$ cat src/rtl/program_ram_pkg.sv
// Shared definitions for the program RAM and its neighbours (MAR, main bus).
// Holds the default address/data widths and the loader FSM state encoding.
package program_ram_pkg;

  localparam int ADDRESS_WIDTH_DEF = 4;
  localparam int DATA_WIDTH_DEF    = 8;

  typedef enum logic [1:0] {
    ST_IDLE = 2'd0,
    ST_LOAD = 2'd1,
    ST_DONE = 2'd2
  } load_state_e;

endpackage

$ cat src/rtl/program_ram_if.sv
// Bus/handshake bundle between the CPU + loader side and the program RAM.
//   master : drives address, bus data, run-mode strobes and loader stream
//   slave  : the RAM; returns read data, drive select and loader status
interface program_ram_if #(
  parameter int ADDRESS_WIDTH = program_ram_pkg::ADDRESS_WIDTH_DEF,
  parameter int DATA_WIDTH    = program_ram_pkg::DATA_WIDTH_DEF
);
  logic [ADDRESS_WIDTH-1:0] i_ADDRESS;
  logic [DATA_WIDTH-1:0]    i_BUS;
  logic                     i_WRITE_BUS;
  logic                     i_OUTPUT;
  logic [DATA_WIDTH-1:0]    o_DATA;
  logic                     o_DRIVE;
  logic                     i_PROG_MODE;
  logic                     i_PROG_START;
  logic                     i_PROG_VALID;
  logic [DATA_WIDTH-1:0]    i_PROG_DATA;
  logic                     o_PROG_READY;
  logic                     o_PROG_DONE;
  logic                     o_BUSY;

  modport master (
    output i_ADDRESS, i_BUS, i_WRITE_BUS, i_OUTPUT,
    output i_PROG_MODE, i_PROG_START, i_PROG_VALID, i_PROG_DATA,
    input  o_DATA, o_DRIVE, o_PROG_READY, o_PROG_DONE, o_BUSY
  );

  modport slave (
    input  i_ADDRESS, i_BUS, i_WRITE_BUS, i_OUTPUT,
    input  i_PROG_MODE, i_PROG_START, i_PROG_VALID, i_PROG_DATA,
    output o_DATA, o_DRIVE, o_PROG_READY, o_PROG_DONE, o_BUSY
  );
endinterface

$ cat src/rtl/program_ram_ram_array.sv
// Storage array: one synchronous write port, one asynchronous read port.
// No reset -- contents survive i_CLEAR.
//   clk/we/waddr/wdata : write port
//   raddr/rdata        : combinational read port
module ram_array #(
  parameter int ADDRESS_WIDTH = 4,
  parameter int DATA_WIDTH    = 8
) (
  input  logic                     clk,
  input  logic                     we,
  input  logic [ADDRESS_WIDTH-1:0] waddr,
  input  logic [DATA_WIDTH-1:0]    wdata,
  input  logic [ADDRESS_WIDTH-1:0] raddr,
  output logic [DATA_WIDTH-1:0]    rdata
);
  localparam int DEPTH = 2 ** ADDRESS_WIDTH;

  logic [DATA_WIDTH-1:0] mem [DEPTH];

  always_ff @(posedge clk) begin
    if (we) mem[waddr] <= wdata;
  end

  // Async read returns the pre-edge word, giving read-before-write.
  assign rdata = mem[raddr];
endmodule

$ cat src/rtl/program_ram.sv
// Main CPU program RAM.
//   i_CLOCK : clock, rising edge
//   i_CLEAR : synchronous active-high reset (FSM/pointer only, not memory)
//   bus     : program_ram_if slave -- run-mode read/write from MAR + bus,
//             and the program-mode valid/ready loader stream.
// Run mode: combinational read gated onto o_DATA, bus write at the edge.
// Program mode: loader FSM fills addresses 0..depth-1; CPU access blocked.
module program_ram
  import program_ram_pkg::*;
#(
  parameter int ADDRESS_WIDTH = ADDRESS_WIDTH_DEF,
  parameter int DATA_WIDTH    = DATA_WIDTH_DEF
) (
  input  logic         i_CLOCK,
  input  logic         i_CLEAR,
  program_ram_if.slave bus
);
  load_state_e              state_q, state_d;
  logic [ADDRESS_WIDTH-1:0] ptr_q, ptr_d;
  logic                     ready_q, ready_d;
  logic                     busy_q, busy_d;
  logic                     done_q, done_d;
  logic                     hs;

  logic                     mem_we;
  logic [ADDRESS_WIDTH-1:0] mem_waddr;
  logic [DATA_WIDTH-1:0]    mem_wdata;
  logic [DATA_WIDTH-1:0]    mem_rdata;
  logic                     drive;

  // Handshake only counts while loading in program mode; a word offered on
  // the abort cycle is dropped along with the load.
  assign hs = (state_q == ST_LOAD) && bus.i_PROG_MODE && bus.i_PROG_VALID;

  always_comb begin
    state_d = state_q;
    ptr_d   = ptr_q;
    unique case (state_q)
      ST_IDLE: begin
        if (bus.i_PROG_MODE && bus.i_PROG_START) begin
          ptr_d   = '0;
          state_d = ST_LOAD;
        end
      end
      ST_LOAD: begin
        if (!bus.i_PROG_MODE) begin
          state_d = ST_IDLE;
        end else if (hs) begin
          ptr_d = ptr_q + 1'b1;
          if (ptr_q == {ADDRESS_WIDTH{1'b1}}) state_d = ST_DONE;
        end
      end
      ST_DONE: begin
        if (!bus.i_PROG_MODE) begin
          state_d = ST_IDLE;
        end else if (bus.i_PROG_START) begin
          ptr_d   = '0;
          state_d = ST_LOAD;
        end
      end
      default: state_d = ST_IDLE;
    endcase
    // Status outputs are registered copies of the next state.
    ready_d = (state_d == ST_LOAD);
    busy_d  = (state_d == ST_LOAD);
    done_d  = (state_d == ST_DONE);
  end

  always_ff @(posedge i_CLOCK) begin
    if (i_CLEAR) begin
      state_q <= ST_IDLE;
      ptr_q   <= '0;
      ready_q <= 1'b0;
      busy_q  <= 1'b0;
      done_q  <= 1'b0;
    end else begin
      state_q <= state_d;
      ptr_q   <= ptr_d;
      ready_q <= ready_d;
      busy_q  <= busy_d;
      done_q  <= done_d;
    end
  end

  // Single write port: mode picks the owner, so no arbitration. Reset wins
  // over any write in the same cycle.
  always_comb begin
    mem_we    = 1'b0;
    mem_waddr = bus.i_ADDRESS;
    mem_wdata = bus.i_BUS;
    if (bus.i_PROG_MODE) begin
      mem_we    = hs;
      mem_waddr = ptr_q;
      mem_wdata = bus.i_PROG_DATA;
    end else begin
      mem_we    = bus.i_WRITE_BUS;
    end
    if (i_CLEAR) mem_we = 1'b0;
  end

  ram_array #(
    .ADDRESS_WIDTH (ADDRESS_WIDTH),
    .DATA_WIDTH    (DATA_WIDTH)
  ) u_ram (
    .clk   (i_CLOCK),
    .we    (mem_we),
    .waddr (mem_waddr),
    .wdata (mem_wdata),
    .raddr (bus.i_ADDRESS),
    .rdata (mem_rdata)
  );

  assign drive            = bus.i_OUTPUT && !bus.i_PROG_MODE;
  assign bus.o_DRIVE      = drive;
  assign bus.o_DATA       = drive ? mem_rdata : '0;
  assign bus.o_PROG_READY = ready_q;
  assign bus.o_PROG_DONE  = done_q;
  assign bus.o_BUSY       = busy_q;
endmodule

$ cat src/flat_wrapper.sv
// flat-port wrapper written by rule: the top's interface ports become plain ports
module program_ram_flat import program_ram_pkg::*;
#(
  parameter int ADDRESS_WIDTH = ADDRESS_WIDTH_DEF,
  parameter int DATA_WIDTH    = DATA_WIDTH_DEF
)
  (i_CLOCK, i_CLEAR, bus_i_ADDRESS, bus_i_BUS, bus_i_WRITE_BUS, bus_i_OUTPUT, bus_i_PROG_MODE, bus_i_PROG_START, bus_i_PROG_VALID, bus_i_PROG_DATA, bus_o_DATA, bus_o_DRIVE, bus_o_PROG_READY, bus_o_PROG_DONE, bus_o_BUSY);
  program_ram_if #(.ADDRESS_WIDTH(ADDRESS_WIDTH), .DATA_WIDTH(DATA_WIDTH)) bus_i ();
  input  logic i_CLOCK;
  input  logic i_CLEAR;
  input wire logic [$bits(bus_i.i_ADDRESS)-1:0] bus_i_ADDRESS;
  input wire logic [$bits(bus_i.i_BUS)-1:0] bus_i_BUS;
  input wire logic [$bits(bus_i.i_WRITE_BUS)-1:0] bus_i_WRITE_BUS;
  input wire logic [$bits(bus_i.i_OUTPUT)-1:0] bus_i_OUTPUT;
  input wire logic [$bits(bus_i.i_PROG_MODE)-1:0] bus_i_PROG_MODE;
  input wire logic [$bits(bus_i.i_PROG_START)-1:0] bus_i_PROG_START;
  input wire logic [$bits(bus_i.i_PROG_VALID)-1:0] bus_i_PROG_VALID;
  input wire logic [$bits(bus_i.i_PROG_DATA)-1:0] bus_i_PROG_DATA;
  output wire logic [$bits(bus_i.o_DATA)-1:0] bus_o_DATA;
  output wire logic [$bits(bus_i.o_DRIVE)-1:0] bus_o_DRIVE;
  output wire logic [$bits(bus_i.o_PROG_READY)-1:0] bus_o_PROG_READY;
  output wire logic [$bits(bus_i.o_PROG_DONE)-1:0] bus_o_PROG_DONE;
  output wire logic [$bits(bus_i.o_BUSY)-1:0] bus_o_BUSY;
  assign bus_i.i_ADDRESS = bus_i_ADDRESS;
  assign bus_i.i_BUS = bus_i_BUS;
  assign bus_i.i_WRITE_BUS = bus_i_WRITE_BUS;
  assign bus_i.i_OUTPUT = bus_i_OUTPUT;
  assign bus_i.i_PROG_MODE = bus_i_PROG_MODE;
  assign bus_i.i_PROG_START = bus_i_PROG_START;
  assign bus_i.i_PROG_VALID = bus_i_PROG_VALID;
  assign bus_i.i_PROG_DATA = bus_i_PROG_DATA;
  assign bus_o_DATA = bus_i.o_DATA;
  assign bus_o_DRIVE = bus_i.o_DRIVE;
  assign bus_o_PROG_READY = bus_i.o_PROG_READY;
  assign bus_o_PROG_DONE = bus_i.o_PROG_DONE;
  assign bus_o_BUSY = bus_i.o_BUSY;
  program_ram #(.ADDRESS_WIDTH(ADDRESS_WIDTH), .DATA_WIDTH(DATA_WIDTH)) u_core (.i_CLOCK(i_CLOCK), .i_CLEAR(i_CLEAR), .bus(bus_i));
endmodule
$ cat config.mk
export PLATFORM = sky130hd
export DESIGN_NAME = program_ram_flat
export DESIGN_NICKNAME = d
export VERILOG_FILES = /design/src/rtl/program_ram_pkg.sv /design/src/rtl/program_ram_if.sv /design/src/rtl/program_ram_ram_array.sv /design/src/rtl/program_ram.sv /design/src/flat_wrapper.sv
export SDC_FILE = /design/constraint.sdc
export NUM_CORES = 1
export LEC_CHECK = 0
export CAP_MARGIN = 40
export CORE_ASPECT_RATIO = 0.9
export CORE_MARGIN = 5
export CORE_UTILIZATION = 63
export DETAILED_ROUTE_END_ITERATION = 7
export PLACE_DENSITY = 0.95
export SETUP_SLACK_MARGIN = 0.3
export SKIP_LAST_GASP = 1
export SLEW_MARGIN = 20
export SYNTH_ARGS = -nofsm -noshare
export SYNTH_HDL_FRONTEND = slang
export SYNTH_SLANG_ARGS = --single-unit
export TNS_END_PERCENT = 1
$ cat constraint.sdc
create_clock -name i_CLOCK -period 5.4 [get_ports i_CLOCK]
set_input_delay 1.08 -clock i_CLOCK [delete_from_list [all_inputs] [get_ports i_CLOCK]]
set_output_delay 1.08 -clock i_CLOCK [all_outputs]
set_load 0.02 [all_outputs]
Word-level counts from Yosys, hierarchy flattened --
Memory sizes are Yosys's and may differ from the RTL's. Index checks and enable logic that the tools add are counted.
Cells by class: multiplexer cells 20, reductions and logical operators 8, equality and inequality tests 10, add/subtract/negate cells 1
Operators with widths (number):
- $mux 4 | 6
- $mux 8 | 2
- $mux 2 | 6
- $pmux 4 s3 | 1
- $ne 2x2->1 const B | 3
- $pmux 2 s3 | 1
- $reduce_and 6->1 | 1
- $add 4x1->4 const B | 1
- $eq 2x1->1 const B | 2
- $eq 2x2->1 const B | 2
- $eq 4x4->1 const B | 1
- $logic_and 1x1->1 | 4
- $mux 1 | 4
- $ne 2x1->1 const B | 2
- $reduce_bool 3->1 | 1
- $logic_not 2->1 | 1
- $logic_not 1->1 | 1
Storage, ports and cells: register bits 8, memories kept 1, logic and storage cells 44, bits in writable memories 128
Memory list:
- u_core.u_ram.mem | words 16, width 8, read ports 1, clocked after Yosys merged registers in 0, write ports 1, line program_ram_ram_array.sv:18 | logic [DATA_WIDTH-1:0] mem [DEPTH];

Depth between registers and ports, before layout --
Gate-level depths: netlist of the first run.
word-level depth 7, mapped depth 7, mapped depth without buffers 4

Hierarchy --
A second synthesis of the first run with hierarchy kept.
Second synthesis, totals: cells, all modules 288, area, all modules 5620.4 um^2
By module, submodules not included:
- ram_array | cells each 221, area each 4987.3 um^2, times used 1, sequential area each 3843.7 um^2
- program_ram | cells each 67, area each 633.1 um^2, times used 1, sequential area each 160.2 um^2

Least setup slack after synthesis of the first run --
Ideal clock, no wire load.
path kind input-to-output, from input port bus_i_PROG_MODE, to output port bus_o_DATA[6], path buffers 3, data arrival time 2.391 ns, stages on the path 7, required time 4.320 ns, path slack 1.929 ns, path through buf_4 nor2b_2 nor2b_1 buf_2 and2_1 clkbuf_1 a221o_1
On the way: word-level cells in the longest chain between the ends 3
RTL lines:
- start: declaration | line flat_wrapper.sv:15 | input wire logic [$bits(bus_i.i_PROG_MODE)-1:0] bus_i_PROG_MODE;
- $logic_not 1->1
- $logic_and 1x1->1 | line program_ram.sv:113 | assign drive = bus.i_OUTPUT && !bus.i_PROG_MODE;
- net bus_o_DRIVE | line flat_wrapper.sv:20 | output wire logic [$bits(bus_i.o_DRIVE)-1:0] bus_o_DRIVE;
- $mux 8 | line program_ram.sv:115 | assign bus.o_DATA = drive ? mem_rdata : '0;
- end: declaration | line flat_wrapper.sv:19 | output wire logic [$bits(bus_i.o_DATA)-1:0] bus_o_DATA;
The timed path passes the listed nets, and every way through them passes these cells.

Worst setup path after layout of the first run --
from input port bus_i_ADDRESS[1], to output port bus_o_DATA[4]
On the way: word-level cells in the longest chain between the ends 2
RTL lines:
- start: declaration | line flat_wrapper.sv:11 | input wire logic [$bits(bus_i.i_ADDRESS)-1:0] bus_i_ADDRESS;
- $mem_v2 16x8
- $mux 8 | line program_ram.sv:115
Every way passes these cells.

==> results of run 1 <==
-- cells in the final DEF, fill, tap and decap left out, types with 6 or more instances in the layout --
cell / count
sky130_fd_sc_hd__a22oi_1: 10
sky130_fd_sc_hd__edfxtp_1: 128
sky130_fd_sc_hd__buf_4: 10
sky130_fd_sc_hd__a22o_1: 6
sky130_fd_sc_hd__inv_6: 8
sky130_fd_sc_hd__inv_1: 6
sky130_fd_sc_hd__nor2_1: 20
sky130_fd_sc_hd__dfxtp_1: 8
sky130_fd_sc_hd__mux2_2: 9
sky130_fd_sc_hd__clkdlybuf4s50_1: 37
sky130_fd_sc_hd__nand2_1: 8
sky130_fd_sc_hd__a221o_1: 6
sky130_fd_sc_hd__and3_1: 8
sky130_fd_sc_hd__clkbuf_16: 16
sky130_fd_sc_hd__mux4_2: 21
sky130_fd_sc_hd__mux2i_1: 24
-- worst min path at each step --
stage,from,endpoint,slack [ns],depth (start not counted)
3_3_place_gp,u_core.state_q[1],u_core.state_q[1],0.53,1
6_report,u_core.state_q[1],u_core.bus.o_PROG_DONE,0.57,1
2_1_floorplan,u_core.state_q[1],u_core.bus.o_PROG_DONE,0.50,1
5_1_grt,u_core.state_q[1],u_core.state_q[1],0.60,1
3_5_place_dp,u_core.state_q[1],u_core.bus.o_PROG_DONE,0.54,1
4_1_cts,u_core.state_q[1],u_core.bus.o_PROG_DONE,0.55,1
-- kinds of logic (layout without fill, tap and decap cells) --
kind of cell | Yosys count | after routing | share of synthesized area
flops | 136 | 136 | 0.711
buf+inv | 26 | 87 | 0.0260
xor+xnor | 2 | 2 | 0.00311
fa+ha+maj | 1 | 1 | 0.00222
simple gates | 63 | 63 | 0.0582
mux | 54 | 54 | 0.145
compound gates | 39 | 39 | 0.0553
-- stage by stage --
| stage | setup WS, ns | power [uW] |
|---|---|---|
| after floorplan | 1.93 | 1280 |
| after global placement | 0.790 | 1330 |
| after detailed placement | 0.777 | 1340 |
| after CTS | 0.680 | 2400 |
| after global routing | 0.578 | 2470 |
| final | 0.649 | 2390 |
-- routing by layer --
metal  part of all wire  vias up
met4              0.038        0
li1                   -     1398
met2               0.50      267
met1               0.35     1599
met3               0.11       49
met5                  0        -
-- power by group --
| part | switching [uW] | internal [uW] | leakage [uW] | total [uW] |
|---|---|---|---|---|
| Sequential | 2.65 | 1170 | 0.00122 | 1170 |
| Combinational | 86.5 | 66.0 | 0.000751 | 152 |
| Clock | 454 | 618 | 0.000269 | 1070 |
| Total | 543 | 1850 | 0.00224 | 2390 |
-- layout make-up --
type	count	area, um^2
sequential	136	4000
timing repair buffer	49	470
clock inverter	15	138
clock buffer	17	414
inverter	6	22.5
multi-input combinational	159	1480
fill	476	1970
tap	119	149
-- flip-flops by register name, summed over array words and instances, names as in the netlist --
register and flops:
u_core.bus.o_PROG_READY 1, u_core.u_ram.mem 128, u_core.ptr_q 4, u_core.bus.o_PROG_DONE 1, u_core.state_q 2
-- critical path, cell delays in order --
cell	delay, ns
sky130_fd_sc_hd__clkdlybuf4s50_1	0.62
sky130_fd_sc_hd__nor2b_1	0.42
sky130_fd_sc_hd__buf_4	0.24
sky130_fd_sc_hd__a22oi_1	0.12
sky130_fd_sc_hd__a22o_1	0.29
sky130_fd_sc_hd__a221o_1	0.36
sky130_fd_sc_hd__clkdlybuf4s50_1	0.54
==> load_flow_metrics.sql, run 1 <==
INSERT INTO impl_metrics (metric_group, metric, value, unit) VALUES
('status', 'outcome', 'complete, no violations', ''),
('critical_path', 'worstSetupPathType', 'in -> out', ''),
('global_route', 'globalRoute.busiestLayer', 'met2', ''),
('clocking', 'cts.sinks', '136', ''),
('routing', 'drt_pre_antenna_iters', '5', ''),
('timing', 'worstMarginPinSlew', '0.860', 'ns'),
('placement', 'dpl.cell_count', '466', ''),
('synthesis', 'synthesis.nets', '349', ''),
('clocking', 'cts_setup_buffers', '0', ''),
('layout', 'area_growth_syn_to_layout', '18.6', '%'),
('global_route', 'use_met3', '0.0766', ''),
('global_route', 'use_met1', '0.335', ''),
('critical_path', 'critical_path_arrival', '3.67', 'ns'),
('synthesis', 'synth_area_leaders', 'sky130_fd_sc_hd__edfxtp_1 (68%), sky130_fd_sc_hd__mux4_2 (8.4%), sky130_fd_sc_hd__mux2i_1 (4.3%)', ''),
('synthesis', 'synth_largest_type_area_fraction', '0.682', ''),
('timing', 'max_slew_vio_count', '0', ''),
('timing', 'setup_total_negative_slack', '0', 'ns'),
('synthesis', 'synth_enable_flop_cells', '128', ''),
('routing', 'drt_iter0_drc', '465', ''),
('routing', 'routed_wire_length_per_instance', '25.9', 'um'),
('clocking', 'cts.root.buffer_cell', 'sky130_fd_sc_hd__clkbuf_8', ''),
('synthesis', 'yosys.area.top_type', 'sky130_fd_sc_hd__edfxtp_1', ''),
('synthesis', 'synth-seq-cells', '136', ''),
('timing', 'layout_min_cycle_time', '4.75', 'ns'),
('placement', 'portBuffers', '38', ''),
('routing', 'ant_nets', '0', ''),
('critical_path', 'worst_ep_required_time', '4.32', 'ns'),
('synthesis', 'synth.cell_area', '5630', 'um^2'),
('placement', 'routabilityCongestion', '0.834', ''),
('synthesis', 'synth_most_common_cell', 'sky130_fd_sc_hd__edfxtp_1', ''),
('floorplan', 'fp.coreArea', '8650', 'um^2'),
('synthesis', 'synth.distinct_cells', '41', ''),
('floorplan', 'die_height', '99.7', 'um'),
('timing', 'final-setup-viol-count', '0', ''),
('pwr', 'vdd_drop_max', '0.230', 'mV'),
('synthesis', 'synth.avg_cell_area', '17.6', 'um^2'),
('global_route', 'global_route.usage.met2', '0.417', ''),
('timing', 'min_period_over_period', '0.880', ''),
('pwr', 'pwr_density_cell', '358', 'nW/um^2'),
('timing', 'grt_setup_unrepaired', 'no', ''),
('floorplan', 'ios', '39', ''),
('floorplan', 'initial_utilization', '0.651', ''),
('global_route', 'first_global_vias', '3381', ''),
('global_route', 'grt_start_max_net_pins', '28', ''),
('layout', 'post-route-util', '0.773', ''),
('routing', 'routed_wire_length', '13000', 'um'),
('placement', 'postPlaceCellArea', '6110', 'um^2'),
('global_route', 'grt_pass1_wl', '20000', 'um'),
('synthesis', 'syn-instance-count', '321', ''),
('floorplan', 'full_die_area', '10900', 'um^2'),
('critical_path', 'critical_path.startpoint_type', 'primary input', ''),
('timing', 'fin_worst_hold_slack', '0.565', 'ns'),
('synthesis', 'yosys_warnings', '0', ''),
('critical_path', 'worst_setup_path_start', 'bus_i_ADDRESS[1]', ''),
('synthesis', 'synth_ff_type', 'sky130_fd_sc_hd__edfxtp_1', ''),
('critical_path', 'worst-r2r-setup-slack', '3.34', 'ns'),
('synthesis', 'ys_async_sr_fraction', '0', ''),
('clocking', 'cts-root-to-sink-buffers', '2', ''),
('layout', 'final_area', '6680', 'um^2'),
('clocking', 'tritoncts_clock_tree', 'done', ''),
('global_route', 'antenna_violations_before_repair', '0', ''),
('layout', 'antenna_cells_inserted', '0', ''),
('routing', 'vias_cell', '6.61', ''),
('clocking', 'worstSkewPairLatency', '0.53', 'ns'),
('clocking', 'worst_setup_hold_path_clk_slew', '0.06', 'ns'),
('critical_path', 'reg2reg_depth', '4', ''),
('synthesis', 'synth.top_cells.by_count', 'sky130_fd_sc_hd__edfxtp_1 (128), sky130_fd_sc_hd__mux2i_1 (24), sky130_fd_sc_hd__mux4_2 (21), sky130_fd_sc_hd__nor2_1 (20), sky130_fd_sc_hd__a22oi_1 (10)', ''),
('pwr', 'leakage', '0.00224', 'uW'),
('clocking', 'postCtsHoldBufs', '0', ''),
('critical_path', 'worstSetupEndpointType', 'primary output', ''),
('layout', 'finalNonFillerCells', '501', '');
(Power assumes the default switching activity.)
==> run 2: changes to the inputs <==
- CAP_MARGIN: 40 -> 25
- CTS_CLUSTER_SIZE: not set -> 16
==> run 2 against run 1 <==
Net effect:
- total power down 1.8%
- clock power decreased by 4%
- critical path type unchanged
- global-route usage fell by 0.34 points
- setup slack gained 0.032 ns
- clock skew grew 0.0060 ns
- largest cell class unchanged
==> load_flow_metrics.sql, run 2 (same netlist as run 1, synthesis figures left out) <==
INSERT INTO impl_metrics (metric_group, metric, value, unit) VALUES
('layout', 'antenna_cells_inserted', '0', ''),
('timing', 'final_hold_viol_count', '0', ''),
('routing', 'drt_pre_antenna_iters', '5', ''),
('global_route', 'antenna_violations_before_repair', '0', ''),
('timing', 'slew_headroom', '0.339', ''),
('pwr', 'leakage', '0.00220', 'uW'),
('placement', 'postPlaceCellArea', '6090', 'um^2'),
('timing', 'grt_setup_unrepaired', 'no', ''),
('routing', 'drt_iter0_drc', '443', ''),
('min_path', 'min_path_type', 'reg -> reg', ''),
('layout', 'largestRegisters', 'u_core.u_ram.mem (128), u_core.ptr_q (4), u_core.state_q (2)', ''),
('placement', 'dpl_wire_length', '7740', 'um'),
('pwr', 'power.share.switching', '0.232', ''),
('global_route', 'global_route.usage.met2', '0.414', ''),
('routing', 'vias_cell', '6.73', ''),
('floorplan', 'die_height', '99.7', 'um'),
('pwr', 'clkPwrFrac', '0.438', ''),
('routing', 'routed_wire_length', '12800', 'um'),
('clocking', 'cts_made_buffers', '17', ''),
('layout', 'layout-drive-gt1-share', '0.193', ''),
('clocking', 'cts-root-to-sink-buffers', '2', ''),
('timing', 'final-setup-viol-count', '0', ''),
('timing', 'worstMarginPinSlew', '0.988', 'ns'),
('global_route', 'globalRoute.busiestLayer', 'met2', ''),
('floorplan', 'rows', '32', ''),
('layout', 'layout.cells.most_common', 'sky130_fd_sc_hd__edfxtp_1', ''),
('layout', 'layout.filler_cells', '470', ''),
('routing', 'vias', '3343', ''),
('floorplan', 'fp.coreArea', '8650', 'um^2'),
('layout', 'area_growth_syn_to_layout', '17.7', '%'),
('timing', 'max_slew_vio_count', '0', ''),
('clocking', 'cts_resized', '0', ''),
('layout', 'final_area', '6630', 'um^2'),
('pwr', 'power.internal', '1810', 'uW'),
('clocking', 'cts_max_level', '4', ''),
('critical_path', 'worst_ep_required_time', '4.32', 'ns'),
('pwr', 'p_sw', '544', 'uW'),
('global_route', 'first_global_vias', '3371', ''),
('pwr', 'pwr_density_cell', '354', 'nW/um^2'),
('routing', 'routed_wire_length_per_instance', '25.7', 'um'),
('global_route', 'use_met3', '0.0798', ''),
('job', 'cap_viol_max_count', '0', ''),
('floorplan', 'dieWidth', '110', 'um'),
('clocking', 'cts_setup_buffers', '0', ''),
('clocking', 'cts.sinks', '136', ''),
('clocking', 'cts.root.buffer_cell', 'sky130_fd_sc_hd__clkbuf_8', ''),
('timing', 'setup_total_negative_slack', '0', 'ns'),
('global_route', 'grt_start_max_net_pins', '28', ''),
('layout', 'final_net_count', '393', ''),
('critical_path', 'worstSetupPathType', 'in -> out', ''),
('floorplan', 'full_die_area', '10900', 'um^2'),
('pwr', 'power.share.combinational', '0.065', ''),
('global_route', 'global_route.overflow_total', '0', ''),
('pwr', 'pwr-share-seq', '0.497', ''),
('floorplan', 'initial_utilization', '0.651', ''),
('pwr', 'vdd_drop_max', '0.193', 'mV'),
('timing', 'layout_min_cycle_time', '4.72', 'ns'),
('placement', 'routabilityCongestion', '0.834', ''),
('critical_path', 'critical_path.startpoint_type', 'primary input', ''),
('clocking', 'worst_setup_hold_path_clk_slew', '0.06', 'ns'),
('placement', 'portBuffers', '38', ''),
('timing', 'finClkSkew', '0.0131', 'ns'),
('routing', 'ant_nets', '0', ''),
('clocking', 'postCtsHoldBufs', '0', ''),
('global_route', 'grt_pass1_wl', '19900', 'um'),
('floorplan', 'ios', '39', ''),
('layout', 'regArea', '4000', 'um^2'),
('global_route', 'use_met1', '0.331', ''),
('layout', 'post-route-util', '0.767', ''),
('routing', 'drt_drc_violations_left', '0', ''),
('clocking', 'worstSkewPairLatency', '0.53', 'ns'),
('critical_path', 'worstSetupEndpointType', 'primary output', ''),
('global_route', 'grtUsageTotal', '0.258', ''),
('timing', 'clock.fmax', '0.212', 'GHz'),
('layout', 'largest_register_ff_count', '128', ''),
('layout', 'largest-register', 'u_core.u_ram.mem', ''),
('clocking', 'tritoncts_clock_tree', 'done', ''),
('layout', 'mostFrequentLayoutCells', 'sky130_fd_sc_hd__edfxtp_1 (128), sky130_fd_sc_hd__clkdlybuf4s50_1 (37), sky130_fd_sc_hd__mux2i_1 (24)', ''),
('timing', 'min_period_over_period', '0.874', ''),
('layout', 'multi_input_comb_area', '1480', 'um^2'),
('status', 'outcome', 'complete, no violations', ''),
('critical_path', 'critical_path.max_fanout', '9', ''),
('critical_path', 'critical_path_arrival', '3.64', 'ns');
==> run 2: stage by stage <==
stage | hold slack, ns | std cells | setup WS (ns) | total power, uW
6_report | 0.582 | 497 | 0.682 | 2350
5_1_grt | 0.593 | 497 | 0.623 | 2420
4_1_cts | 0.566 | 496 | 0.716 | 2350
3_5_place_dp | 0.562 | 464 | 0.774 | 1340
3_3_place_gp | 0.526 | 464 | 0.790 | 1330
2_1_floorplan | 0.499 | 321 | 1.93 | 1280
==> run 2: layout make-up <==
cell class / instances / share of cell area
clock buffers: 18 / 0.0630
clock inverters: 14 / 0.0172
inverters: 6 / 0.00340
multi-input cells: 159 / 0.224
flip-flops and latches: 136 / 0.604
well taps: 119 / 0.0225
repair buffers: 45 / 0.0664
==> run 2: path summary, 6_finish.rpt <==
check	startpoint	to	slack, ns	depth (start not counted)
min	u_core.state_q[1]	u_core.state_q[1]	0.58	1
min reg2reg	u_core.state_q[1]	u_core.state_q[1]	0.58	1
max	bus_i_ADDRESS[1]	bus_o_DATA[7]	0.68	6
max reg2reg	u_core.state_q[0]	u_core.u_ram.mem[14][3]	3.22	4
==> run 2: power groups by stage <==
stage          logic (uW)  clock network (uW)  registers (uW)
2_1_floorplan        91.2                   0            1190
3_3_place_gp          141                   0            1190
3_5_place_dp          148                   0            1190
4_1_cts               151                1030            1170
5_1_grt               162                1090            1170
6_report              152                1030            1170
==> run 2: routing by layer <==
| metal | up-vias | wire, um |
|---|---|---|
| met2 | 263 | 6580 |
| li1 | 1386 | - |
| met5 | - | 0 |
| met3 | 28 | 1340 |
| met4 | 0 | 260 |
| met1 | 1666 | 4570 |
==> run 2: worst max-delay path, stage by stage <==
cell	delay (ns)
sky130_fd_sc_hd__clkdlybuf4s50_1	0.61
sky130_fd_sc_hd__and2_1	0.49
sky130_fd_sc_hd__a22oi_1	0.20
sky130_fd_sc_hd__a22o_1	0.28
sky130_fd_sc_hd__a221o_1	0.39
sky130_fd_sc_hd__clkdlybuf4s50_1	0.59
==> run 3: changes to the inputs <==
- CORE_UTILIZATION: 63 -> 65
- CTS_BUF_LIST: not set -> sky130_fd_sc_hd__clkbuf_16
- DONT_BUFFER_PORTS: not set -> 1
- GPL_TIMING_DRIVEN: not set -> 0
- PLACE_DENSITY: 0.95 -> 0.93
==> run 3 against run 2 <==
Net effect:
- routed wire length down 0.39%
- first-iteration DRC count down 11%
- global-route usage about the same
- critical path depth down 1
- worst hold slack worse by 0.010 ns
- highest routed layer unchanged
- flip-flop and latch count unchanged
- core utilization down 1.8 points
- non-clock buffer count down 25
==> load_flow_metrics.sql, run 3 (same netlist as run 1, synthesis figures left out) <==
INSERT INTO impl_metrics (metric_group, metric, value, unit) VALUES
('clocking', 'cts-root-to-sink-buffers', '2', ''),
('routing', 'vias', '3190', ''),
('layout', 'largest_register_ff_count', '128', ''),
('job', 'cap_viol_max_count', '0', ''),
('global_route', 'grt_start_max_net_pins', '17', ''),
('floorplan', 'full_die_area', '10600', 'um^2'),
('floorplan', 'ios', '39', ''),
('global_route', 'first_global_vias', '3261', ''),
('routing', 'route.met3.wl', '1330', 'um'),
('timing', 'worstMarginPinSlew', '1.03', 'ns'),
('pwr', 'pwr_density_cell', '386', 'nW/um^2'),
('floorplan', 'die_height', '98.3', 'um'),
('layout', 'layout.cells.most_common', 'sky130_fd_sc_hd__edfxtp_1', ''),
('placement', 'dp_worst_setup_slack', '1.63', 'ns'),
('layout', 'largest-register', 'u_core.u_ram.mem', ''),
('pwr', 'vdd_drop_max', '0.376', 'mV'),
('routing', 'drt_drc_violations_left', '0', ''),
('pwr', 'finalPower', '2460', 'uW'),
('clocking', 'tritoncts_clock_tree', 'done', ''),
('min_path', 'min_path_type', 'reg -> reg', ''),
('pwr', 'leakage', '0.00213', 'uW'),
('critical_path', 'critical_path.startpoint_type', 'primary input', ''),
('timing', 'clock.fmax', '0.264', 'GHz'),
('routing', 'routed_wire_length_per_instance', '26.9', 'um'),
('critical_path', 'worstSetupPathType', 'in -> out', ''),
('layout', 'area_growth_syn_to_layout', '13.3', '%'),
('layout', 'largestRegisters', 'u_core.u_ram.mem (128), u_core.ptr_q (4), u_core.state_q (2)', ''),
('global_route', 'global_route.overflow_total', '0', ''),
('timing', 'final_critical_path_setup_slack', '1.62', 'ns'),
('global_route', 'grtUsageTotal', '0.258', ''),
('timing', 'setup_total_negative_slack', '0', 'ns'),
('routing', 'ant_nets', '0', ''),
('clocking', 'worst_setup_hold_path_clk_slew', '0.06', 'ns'),
('floorplan', 'dieWidth', '108', 'um'),
('timing', 'min_period_over_period', '0.701', ''),
('pwr', 'power.share.switching', '0.213', ''),
('critical_path', 'worstSetupEndpointType', 'primary output', ''),
('floorplan', 'initial_utilization', '0.661', ''),
('routing', 'drt_iter0_drc', '395', ''),
('critical_path', 'critical_path_arrival', '2.70', 'ns'),
('clocking', 'worstSkewPairLatency', '0.41', 'ns'),
('routing', 'wl_met2', '6380', 'um'),
('timing', 'layout_min_cycle_time', '3.78', 'ns'),
('timing', 'finClkSkew', '0.00576', 'ns'),
('timing', 'grt_setup_unrepaired', 'no', ''),
('layout', 'mostFrequentLayoutCells', 'sky130_fd_sc_hd__edfxtp_1 (128), sky130_fd_sc_hd__mux2i_1 (24), sky130_fd_sc_hd__mux4_2 (21)', ''),
('timing', 'slew_headroom', '0.309', ''),
('critical_path', 'worst-r2r-setup-slack', '3.22', 'ns'),
('status', 'outcome', 'complete, no violations', ''),
('layout', 'final_net_count', '368', ''),
('clocking', 'cts_made_buffers', '17', ''),
('routing', 'routedLengthMet1', '4760', 'um'),
('pwr', 'power.internal', '1940', 'uW'),
('clocking', 'cts_resized', '0', ''),
('global_route', 'grt_pass1_wl', '19500', 'um'),
('timing', 'final-setup-viol-count', '0', ''),
('routing', 'routed_wire_length', '12700', 'um'),
('floorplan', 'fp.coreArea', '8530', 'um^2'),
('critical_path', 'worst_ep_required_time', '4.32', 'ns'),
('routing', 'routed.top_layer', 'met4', ''),
('pwr', 'pwr-share-seq', '0.475', ''),
('global_route', 'antenna_violations_before_repair', '0', ''),
('pwr', 'power.share.combinational', '0.052', ''),
('timing', 'max_slew_vio_count', '0', ''),
('clocking', 'cts.sinks', '136', ''),
('routing', 'drt_pre_antenna_iters', '5', ''),
('timing', 'final_hold_viol_count', '0', ''),
('floorplan', 'rows', '32', ''),
('placement', 'routabilityCongestion', '0.862', ''),
('clocking', 'cts.root.buffer_cell', 'sky130_fd_sc_hd__clkbuf_16', ''),
('placement', 'portBuffers', '0', ''),
('critical_path', 'critical_path.max_fanout', '10', ''),
('clocking', 'cts_max_level', '4', ''),
('layout', 'antenna_cells_inserted', '0', ''),
('placement', 'dpl_wire_length', '8110', 'um'),
('pwr', 'clkPwrFrac', '0.473', ''),
('layout', 'layout-drive-gt1-share', '0.221', ''),
('clocking', 'postCtsHoldBufs', '0', ''),
('layout', 'post-route-util', '0.749', ''),
('routing', 'vias_cell', '6.76', ''),
('pwr', 'p_sw', '524', 'uW'),
('clocking', 'cts_setup_buffers', '0', '');
==> run 3: changes by cell type in the layout (fill, tap and decap cells not counted), sizes merged <==
cell and change:
inv -3, buf +6, clkinv +1, clkbuf +5, bufinv +3, clkdlybuf4s50 -37
==> run 3: worst max-delay path, cell delays in order <==
cell and delay [ns]:
sky130_fd_sc_hd__buf_4 0.18, sky130_fd_sc_hd__clkbuf_1 0.51, sky130_fd_sc_hd__mux4_2 0.34, sky130_fd_sc_hd__a32oi_1 0.05, sky130_fd_sc_hd__o211ai_1 0.53
==> run 3: metal layers <==
layer  global-route usage  vias to the layer above
met5                    0                        -
met4               0.0825                        0
met3               0.0919                       24
met2                0.404                      237
met1                0.342                     1593
li1                     -                     1336
==> run 3: worst paths after layout <==
kind,start,endpoint,cells past startpoint
max,bus_i_ADDRESS[2],bus_o_DATA[3],5
min,u_core.state_q[1],u_core.state_q[1],1
max reg2reg,u_core.state_q[0],u_core.u_ram.mem[11][5],4
min reg2reg,u_core.state_q[1],u_core.state_q[1],1
==> run 3: through the flow <==
step,instance area [um^2],hold WS (ns),cells
after floorplan,5630,0.499,321
after global placement,5780,0.526,440
after global routing,6380,0.601,472
after CTS,6380,0.564,472
final,6380,0.572,472
after detailed placement,5780,0.556,440
==> run 3: area by class of cell <==
| cell class | instances | area, um^2 |
|---|---|---|
| well taps | 119 | 149 |
| clock buffers | 17 | 425 |
| fillers | 452 | 2140 |
| plain buffers | 20 | 124 |
| inverters | 6 | 22.5 |
| clock inverters | 15 | 176 |
| multi-input cells | 159 | 1480 |
| flip-flops and latches | 136 | 4000 |
==> run 3: power by group through the flow <==
stage	clock [uW]	combinational, uW	sequential [uW]
after detailed placement	0	125	1190
final	1160	128	1170
after global placement	0	117	1190
after floorplan	0	91.2	1190
after CTS	1180	127	1170
after global routing	1220	136	1170
